`src/rtl/pipeline_trace_monitor_pkg.sv`:
```
// Shared definitions for the pipeline trace monitor and the CPU top that hosts it.
package pipeline_trace_monitor_pkg;

  // Default trace payload and timestamp widths, matched to the CPU write-back path.
  localparam int unsigned DEF_DATA_W = 16;
  localparam int unsigned DEF_TS_W   = 16;

  // Monitor run state; the encoding is visible on the state output.
  typedef enum logic [1:0] {
    ST_IDLE   = 2'd0,
    ST_RUN    = 2'd1,
    ST_HALTED = 2'd2
  } state_t;

endpackage

```
`src/rtl/pipeline_trace_monitor_trace_fifo.sv`:
```
// trace_fifo: show-ahead FIFO holding retired-instruction trace entries.
// Ports:
//   clock, reset          - clock, asynchronous active-low reset
//   clear                 - synchronous flush (empties FIFO on the edge)
//   wr_req, wr_data       - write request; taken when not full or when a pop frees a slot
//   rd_ready              - consumer pops the head when rd_valid is high
//   rd_valid, rd_data     - head entry, visible combinationally
//   full                  - all DEPTH entries occupied
module trace_fifo #(
  parameter int unsigned WIDTH = 32,
  parameter int unsigned DEPTH = 16
) (
  input  logic             clock,
  input  logic             reset,
  input  logic             clear,
  input  logic             wr_req,
  input  logic [WIDTH-1:0] wr_data,
  input  logic             rd_ready,
  output logic             rd_valid,
  output logic [WIDTH-1:0] rd_data,
  output logic             full
);

  localparam int unsigned AW = $clog2(DEPTH);

  logic [AW:0]      wr_ptr;
  logic [AW:0]      rd_ptr;
  logic [WIDTH-1:0] mem [DEPTH];
  logic             empty_c;
  logic             pop_c;
  logic             push_c;

  // Extra pointer MSB distinguishes full from empty when the indices match.
  assign empty_c  = (wr_ptr == rd_ptr);
  assign full     = (wr_ptr[AW] != rd_ptr[AW]) && (wr_ptr[AW-1:0] == rd_ptr[AW-1:0]);
  assign pop_c    = !empty_c && rd_ready;
  assign push_c   = wr_req && (!full || pop_c);

  assign rd_valid = !empty_c;
  assign rd_data  = mem[rd_ptr[AW-1:0]];

  // Pointer update; a flush overrides any push or pop in the same cycle.
  always_ff @(posedge clock or negedge reset) begin
    if (!reset) begin
      wr_ptr <= '0;
      rd_ptr <= '0;
    end else if (clear) begin
      wr_ptr <= '0;
      rd_ptr <= '0;
    end else begin
      if (push_c) wr_ptr <= wr_ptr + (AW+1)'(1);
      if (pop_c)  rd_ptr <= rd_ptr + (AW+1)'(1);
    end
  end

  // Storage needs no reset: contents are only observed behind rd_valid.
  always_ff @(posedge clock) begin
    if (push_c && !clear) mem[wr_ptr[AW-1:0]] <= wr_data;
  end

endmodule

```
`src/rtl/pipeline_trace_monitor.sv`:
```
// pipeline_trace_monitor: counts cycles, stalls and retirements during a CPU run
// and queues a timestamped trace entry for every retired instruction.
// Ports:
//   clock, reset                 - clock, asynchronous active-low reset
//   start, halt                  - begin/restart a run, end a run (start wins)
//   stall, retire_valid          - per-cycle pipeline events
//   retire_data                  - write-back payload of the retiring instruction
//   rd_ready / rd_valid, rd_data - show-ahead trace read port ({timestamp, payload})
//   cycle/retire/stall/drop_count- saturating run statistics
//   state                        - IDLE=0, RUN=1, HALTED=2
//   overflow                     - sticky, a trace entry was dropped this run
module pipeline_trace_monitor
  import pipeline_trace_monitor_pkg::*;
#(
  parameter int unsigned DATA_W = DEF_DATA_W,
  parameter int unsigned DEPTH  = 16,
  parameter int unsigned CYC_W  = 32,
  parameter int unsigned TS_W   = DEF_TS_W
) (
  input  logic                   clock,
  input  logic                   reset,
  input  logic                   start,
  input  logic                   halt,
  input  logic                   stall,
  input  logic                   retire_valid,
  input  logic [DATA_W-1:0]      retire_data,
  input  logic                   rd_ready,
  output logic                   rd_valid,
  output logic [TS_W+DATA_W-1:0] rd_data,
  output logic [CYC_W-1:0]       cycle_count,
  output logic [CYC_W-1:0]       retire_count,
  output logic [CYC_W-1:0]       stall_count,
  output logic [CYC_W-1:0]       drop_count,
  output logic [1:0]             state,
  output logic                   overflow
);

  state_t                 state_q;
  logic                   wr_req_c;
  logic                   full_c;
  logic                   pop_c;
  logic                   drop_c;
  logic [TS_W+DATA_W-1:0] wr_data_c;

  assign state = state_q;

  // Only retirements inside a run (and not on a restart edge) are traced.
  assign wr_req_c  = (state_q == ST_RUN) && !start && retire_valid;
  assign wr_data_c = {TS_W'(cycle_count), retire_data};
  assign pop_c     = rd_valid && rd_ready;
  assign drop_c    = wr_req_c && full_c && !pop_c;

  trace_fifo #(
    .WIDTH (TS_W + DATA_W),
    .DEPTH (DEPTH)
  ) u_fifo (
    .clock    (clock),
    .reset    (reset),
    .clear    (start),
    .wr_req   (wr_req_c),
    .wr_data  (wr_data_c),
    .rd_ready (rd_ready),
    .rd_valid (rd_valid),
    .rd_data  (rd_data),
    .full     (full_c)
  );

  // Run FSM and statistics; counters add 1 only while not all-ones (saturate).
  always_ff @(posedge clock or negedge reset) begin
    if (!reset) begin
      state_q      <= ST_IDLE;
      cycle_count  <= '0;
      retire_count <= '0;
      stall_count  <= '0;
      drop_count   <= '0;
      overflow     <= 1'b0;
    end else if (start) begin
      state_q      <= ST_RUN;
      cycle_count  <= '0;
      retire_count <= '0;
      stall_count  <= '0;
      drop_count   <= '0;
      overflow     <= 1'b0;
    end else begin
      case (state_q)
        ST_RUN: begin
          cycle_count <= cycle_count + CYC_W'(~&cycle_count);
          if (stall)        stall_count  <= stall_count + CYC_W'(~&stall_count);
          if (retire_valid) retire_count <= retire_count + CYC_W'(~&retire_count);
          if (drop_c) begin
            drop_count <= drop_count + CYC_W'(~&drop_count);
            overflow   <= 1'b1;
          end
          if (halt) state_q <= ST_HALTED;
        end
        default: ;
      endcase
    end
  end

endmodule
```
`config.mk`:
```
export PLATFORM = sky130hd
export DESIGN_NAME = pipeline_trace_monitor
export DESIGN_NICKNAME = d
export VERILOG_FILES = /design/src/rtl/pipeline_trace_monitor_pkg.sv /design/src/rtl/pipeline_trace_monitor_trace_fifo.sv /design/src/rtl/pipeline_trace_monitor.sv
export SDC_FILE = /design/constraint.sdc
export NUM_CORES = 1
export LEC_CHECK = 0
export CAP_MARGIN = 15
export CORE_MARGIN = 2
export CORE_UTILIZATION = 56
export CTS_CLUSTER_SIZE = 12
export DETAILED_ROUTE_END_ITERATION = 7
export GPL_TIMING_DRIVEN = 0
export MAX_ROUTING_LAYER = met4
export PLACE_DENSITY = 0.76
export SKIP_CTS_REPAIR_TIMING = 1
export SLEW_MARGIN = 20
export SYNTH_ARGS = -nofsm -noshare
export SYNTH_HDL_FRONTEND = slang
export SYNTH_SLANG_ARGS = --single-unit
```
`constraint.sdc`:
```
create_clock -name clock -period 5.8 [get_ports clock]
set_clock_uncertainty 0.1 [all_clocks]
set_input_delay 0.58 -clock clock [delete_from_list [all_inputs] [get_ports clock]]
set_output_delay 0.58 -clock clock [all_outputs]
set_load 0.1 [all_outputs]
```
Word-level counts from Yosys, hierarchy flattened
Memory sizes are Yosys's and may differ from the RTL's.
Cells that the tools add are included.
Storage, ports and cells
  register bits after elaboration: 141
  memories: 1
  memory bits (writable): 512
  input port bits: 23
  logic and storage cells: 74
Cells by class
  reductions and logical operators: 32
  multiplexer cells: 23
  eq/ne operators: 4
  add/sub/neg operators: 6
Memories
  u_fifo.mem: words 16, width 32, read ports 1, clocked after Yosys merged registers in 0, write ports 1, line pipeline_trace_monitor_trace_fifo.sv:28  | logic [WIDTH-1:0] mem [DEPTH];
Operators with widths (count)
  32-bit two-way mux: 11
  32-bit by 1-bit adder with 32-bit output: 4
  32-bit AND reduction: 4
  5-bit two-way mux: 4
  2-bit nonzero test: 7
  5-bit by 1-bit adder with 5-bit output, second input constant: 2
  1-bit logical AND: 8
  1-bit logical NOT: 8
  2-bit AND reduction: 4
  2-bit two-way mux: 3
  5-bit == test: 1
  1-bit two-way mux: 5
  4-bit == test: 1
  2-bit by 1-bit == test with 1-bit output, second input constant: 1
  1-bit logical OR: 1
  1-bit inequality test: 1

Logic depth before layout (Yosys ltp)
  depth in word-level cells: 8
  mapped depth: 11
  mapped depth without buffers: 10

Modules after synthesis
Synthesis repeated with hierarchy kept, for this count alone.
Unflattened totals
  cell total of the unflattened synthesis: 1586
  area, all modules: 27192.3 µm²
By module, submodules not included
  trace_fifo: seq. area each 15625.0 µm², area an instance 19944.1 µm², instances 1, cells each 799
  pipeline_trace_monitor: seq. area each 3278.1 µm², area an instance 7248.2 µm², instances 1, cells each 787

Worst setup path after synthesis
No wires, ideal clock.
  kind: register to register
  start point: reg state_q[0] (netlist: state[0])
  end point: mem u_fifo.mem[3][0], enable pin
  cell stages (with the launch flop): 4
  clock period less this slack: 5761 ps
  setup time: 513 ps
  slack: 39 ps
  buffers on the path: 0
  data arrival time: 5148 ps
  path through: dfrtp_1 > nor4bb_1 > o31ai_1 > nor4b_1
Between the ends
  word-level cells in the longest chain between the ends: 7
RTL lines
  start, declared: line pipeline_trace_monitor.sv:38  | state_t state_q;
  start signal, assigned: line pipeline_trace_monitor.sv:71  | state_q <= ST_IDLE;
  start signal, assigned: line pipeline_trace_monitor.sv:78  | state_q <= ST_RUN;
  start signal, assigned: line pipeline_trace_monitor.sv:94  | if (halt) state_q <= ST_HALTED;
  2-bit by 1-bit == test with 1-bit output: line pipeline_trace_monitor.sv:48  | assign wr_req_c = (state_q == ST_RUN) && !start && retire_valid;
  1-bit logical AND (2 in a row): line pipeline_trace_monitor.sv:48
  1-bit logical AND: line pipeline_trace_monitor_trace_fifo.sv:37  | assign push_c = wr_req && (!full || pop_c);
  1-bit logical AND: line pipeline_trace_monitor_trace_fifo.sv:58  | if (push_c && !clear) mem[wr_ptr[AW-1:0]] <= wr_data;
  1-bit two-way mux: line pipeline_trace_monitor_trace_fifo.sv:58
  1-bit two-way mux (not written as such): line pipeline_trace_monitor_trace_fifo.sv:58
  end, declared: line pipeline_trace_monitor_trace_fifo.sv:28
Every way passes these cells.

Final worst setup path
  start point: reg u_fifo.rd_ptr[0]
  end point: out rd_data[26]
Between the ends
  word-level cells in the longest chain between the ends: 1
RTL lines
  start, declared: line pipeline_trace_monitor_trace_fifo.sv:27  | logic [AW:0] rd_ptr;
  start signal, assigned: line pipeline_trace_monitor_trace_fifo.sv:52  | if (pop_c) rd_ptr <= rd_ptr + (AW+1)'(1);
  memory read 16 x 32 bit
  end, declared: line pipeline_trace_monitor.sv:29  | output logic [TS_W+DATA_W-1:0] rd_data,
Every way passes these cells.

==> summary.md <==
| Metric | Value |
|---|---|
| PwrDens | 312 nW/um2 |
| Fill count | 3115 |
| Clk slew on worst S/H paths | 0.06 ns |
| Switching share of power | 0.236 |
| DR DRC count | 0 |
| Post-Syn Area | 26700 um2 |
| # Max-Cap Violations | 0 |
| Placed Area | 29900 um2 |
| Fmax | 179 MHz |
| Initial Util | 0.564 |
| # IOs | 187 |
| Stages on the worst setup path | 6 |
| Deepest clock path buffer count | 3 |
| Synthesized area per cell | 17.3 um2 |
| Crit path capture type | primary output |
| Most common cell after layout, fill and taps aside | edfxtp_1 |
| Synthesized netlist cell count | 1546 |
| Core ar. | 47400 um2 |
| Slowest stage cell, crit path | clkdlybuf4s50_1 |
| Sink Count | 653 |
| Synth area leader | edfxtp_1 |
| Crit Path Max Fanout | 10 |
| Drt initial violations | 1628 |
| DRT antenna net count | 0 |
| Clock root buffer | clkbuf_16 |
| Slew @ Worst Pin | 1.09 ns |
| Status | finished, final reports clean |
| Number of I/O port buffers | 186 |
| DRT Wirelength | 67700 um |
| Via count | 15942 |
| Synth Flop Type | edfxtp_1 |
| Post-synth EDFFs | 512 |
| Async set or reset register ratio after synthesis | 0.216 |
| NetSw | 2350 uW |
| GRT Util Overall | 0.289 |
| Slew HR | 0.273 |
| Top cells by area, synth | edfxtp_1 57%, mux4_2 13%, dfrtp_1 13% |
| Pleak | 0.0105 uW |
| Clock H-tree levels | 3 |
| CP Launch Type | register |
| Vias in the first global route | 16250 |
| Max-slew violations | 0 |
| Clock network power share | 0.398 |
| P_int | 7590 uW |
| Yosys Warn Count | 0 |
| Cells on worst reg2reg path | 9 |
| Die area | 49500 um2 |
| Grt ovf | 0 |
| Initial antenna violation count | 1 |
| #FFs+latches synth | 653 |
| Routed WL per cell | 27.1 um |
| Period utilization | 0.962 |
| Final setup violation count | 0 |
| Worst skew pair latency | 0.59 ns |
| Vias/cell | 6.37 |
| Place WS | 0.685 ns |
| Kind of cell adding the most delay to the critical path | buffers and inverters |
| Min-Delay Path Class | input pin to asynchronous set/reset pin |
| CTS tree | built |
| Final min period | 5.58 ns |
| Hold Vio Cnt, Final | 0 |
| Cell Rows | 80 |
| RSZ-0062 raised after global routing | no |
| CP Buf/Inv Count | 4 |
| First-pass GRT wire length | 103000 um |
| Largest net degree at the start of global routing | 85 |
| Flop pwr share | 0.511 |
| Setup ws final | 0.222 ns |
| HPWL Detailed | 41900 um |
| Area share of the largest cell type after synthesis | 0.575 |
| Crit path DAT | 4.90 ns |
| Fin area | 31900 um2 |
| RePlAce Congestion | 0.869 |
| Netlist cell types | 41 |
| Die width | 223 um |
| Maximum vdd drop | 0.245 mV |
| Clock buffer count from CTS | 67 |
| Share of layout cells above drive strength 1 | 0.167 |
| Critical path, cell by cell | clkbuf_1 -> clkbuf_1 -> buf_1 -> mux4_2 -> mux4_2 -> clkdlybuf4s50_1 |
| Pre-antenna DRT Iters | 5 |
| Sequential share of the synthesized area | 0.707 |
| Post-Syn Nets | 1582 |
| Crit-path max cell delay | 1.00 ns |
| Layout area overhead | 19.2% |
| CP Data Required Time | 5.12 ns |
| Die Ht | 223 um |
| Most frequent cells in the layout | 512 x edfxtp_1, 185 x clkdlybuf4s50_1, 160 x mux4_2 |
| Combinational share of power | 0.091 |
| Nets@finish | 1881 |
| Worst Setup Path Type | register to primary output |
synthesized netlist by cell type (2+ instances only):
master and instances:
or4_1 17, xor2_1 57, nor2_1 120, or3_1 21
o31ai_1 9, buf_1 16, nor2b_1 3, mux4_2 160
mux2i_1 4, nor3_1 14, o21a_1 4, and2_1 6
a21oi_1 36, nor4_1 34, and3_1 25, edfxtp_1 512
and4_1 16, a21boi_0 2, nand4_1 56, dfrtp_1 141
and3b_1 3, nand3_1 49, inv_1 19, xnor2_1 50
ha_1 13, o21ai_0 23, clkbuf_1 59, mux2_2 2
nor4b_1 4, nand2_1 60
routing by layer:
metal	routed length, um	share of wire	vias up	GRT usage
li1	-	-	6736	-
met1	26400	0.39	8272	0.381
met2	34000	0.50	812	0.461
met3	5690	0.084	122	0.0569
met4	1720	0.025	0	0.0922
met5	0	0	-	-
final cells by class:
| type | instances | area (um2) | area share |
|---|---|---|---|
| clock buffers | 97 | 1860 | 0.0583 |
| plain buffers | 76 | 295 | 0.00926 |
| repair buffers | 230 | 2340 | 0.0733 |
| well taps | 615 | 769 | 0.0241 |
| inverters | 19 | 71.3 | 0.00224 |
| flip-flops and latches | 653 | 18900 | 0.593 |
| diodes | 1 | 2.50 | 0.0000785 |
| clock inverters | 12 | 93.8 | 0.00294 |
| multi-input cells | 798 | 7560 | 0.237 |
registers in the layout, summed over array words and instances, names as in the netlist:
signal / count
u_fifo.wr_ptr: 5
cycle_count: 32
u_fifo.mem: 512
stall_count: 32
drop_count: 32
retire_count: 32
overflow: 1
u_fifo.rd_ptr: 5
state: 2
logic make-up (layout without fill, tap and decap cells):
kind of cell	count (synthesis)	in the layout	synth area share
AO/OA/AOI/OAI	77	77	0.0161
XOR/XNOR	107	107	0.0350
adder cells (fa/ha/maj)	13	13	0.00608
buffers and inverters	95	434	0.0134
flip-flops	653	653	0.707
multiplexers	166	166	0.137
other	0	1	0
AND/OR/NAND/NOR	435	435	0.0855
worst reg2reg max path: stages, from the launching register on:
cell and delay, ns:
dfrtp_1 0.32, clkbuf_1 0.77, xor2_1 0.31, or4_1 0.55
o31ai_2 0.64, nor4b_2 0.21, buf_4 0.23, buf_2 0.19
buf_2 0.20, buf_2 0.20
power by group through the flow:
stage	clock network, uW	registers (uW)	logic (uW)
after floorplan	0	5210	599
after global placement	0	5180	879
after detailed placement	0	5170	900
after CTS	3990	5080	909
after global routing	4180	5080	952
final	3960	5080	905
through the flow:
| step | power (uW) | cells | TNS, ns | utilization | hold slack [ns] |
|---|---|---|---|---|---|
| after floorplan | 5810 | 1546 | 0 | - | 0.184 |
| after global placement | 6050 | 2347 | -822.84 | 0.619 | 0.407 |
| after detailed placement | 6070 | 2389 | 0 | 0.630 | 0.413 |
| after CTS | 9980 | 2498 | -0.0164 | 0.671 | -0.186 |
| after global routing | 10200 | 2501 | 0 | 0.672 | 0.442 |
| final | 9940 | 2501 | 0 | 0.672 | 0.401 |
path summary, 6_finish.rpt:
kind	start	endpoint	slack, ns
max in group asynchronous	reset	cycle_count[8]	4.42
min in group clock	overflow	overflow	0.42
worst min-delay path	reset	stall_count[15]	0.40
worst max register to register	u_fifo.rd_ptr[2]	u_fifo.mem[1][5]	1.82
worst max-delay path	u_fifo.rd_ptr[0]	rd_data[26]	0.22
worst min register to register	overflow	overflow	0.42
(Power assumes the default switching activity.)
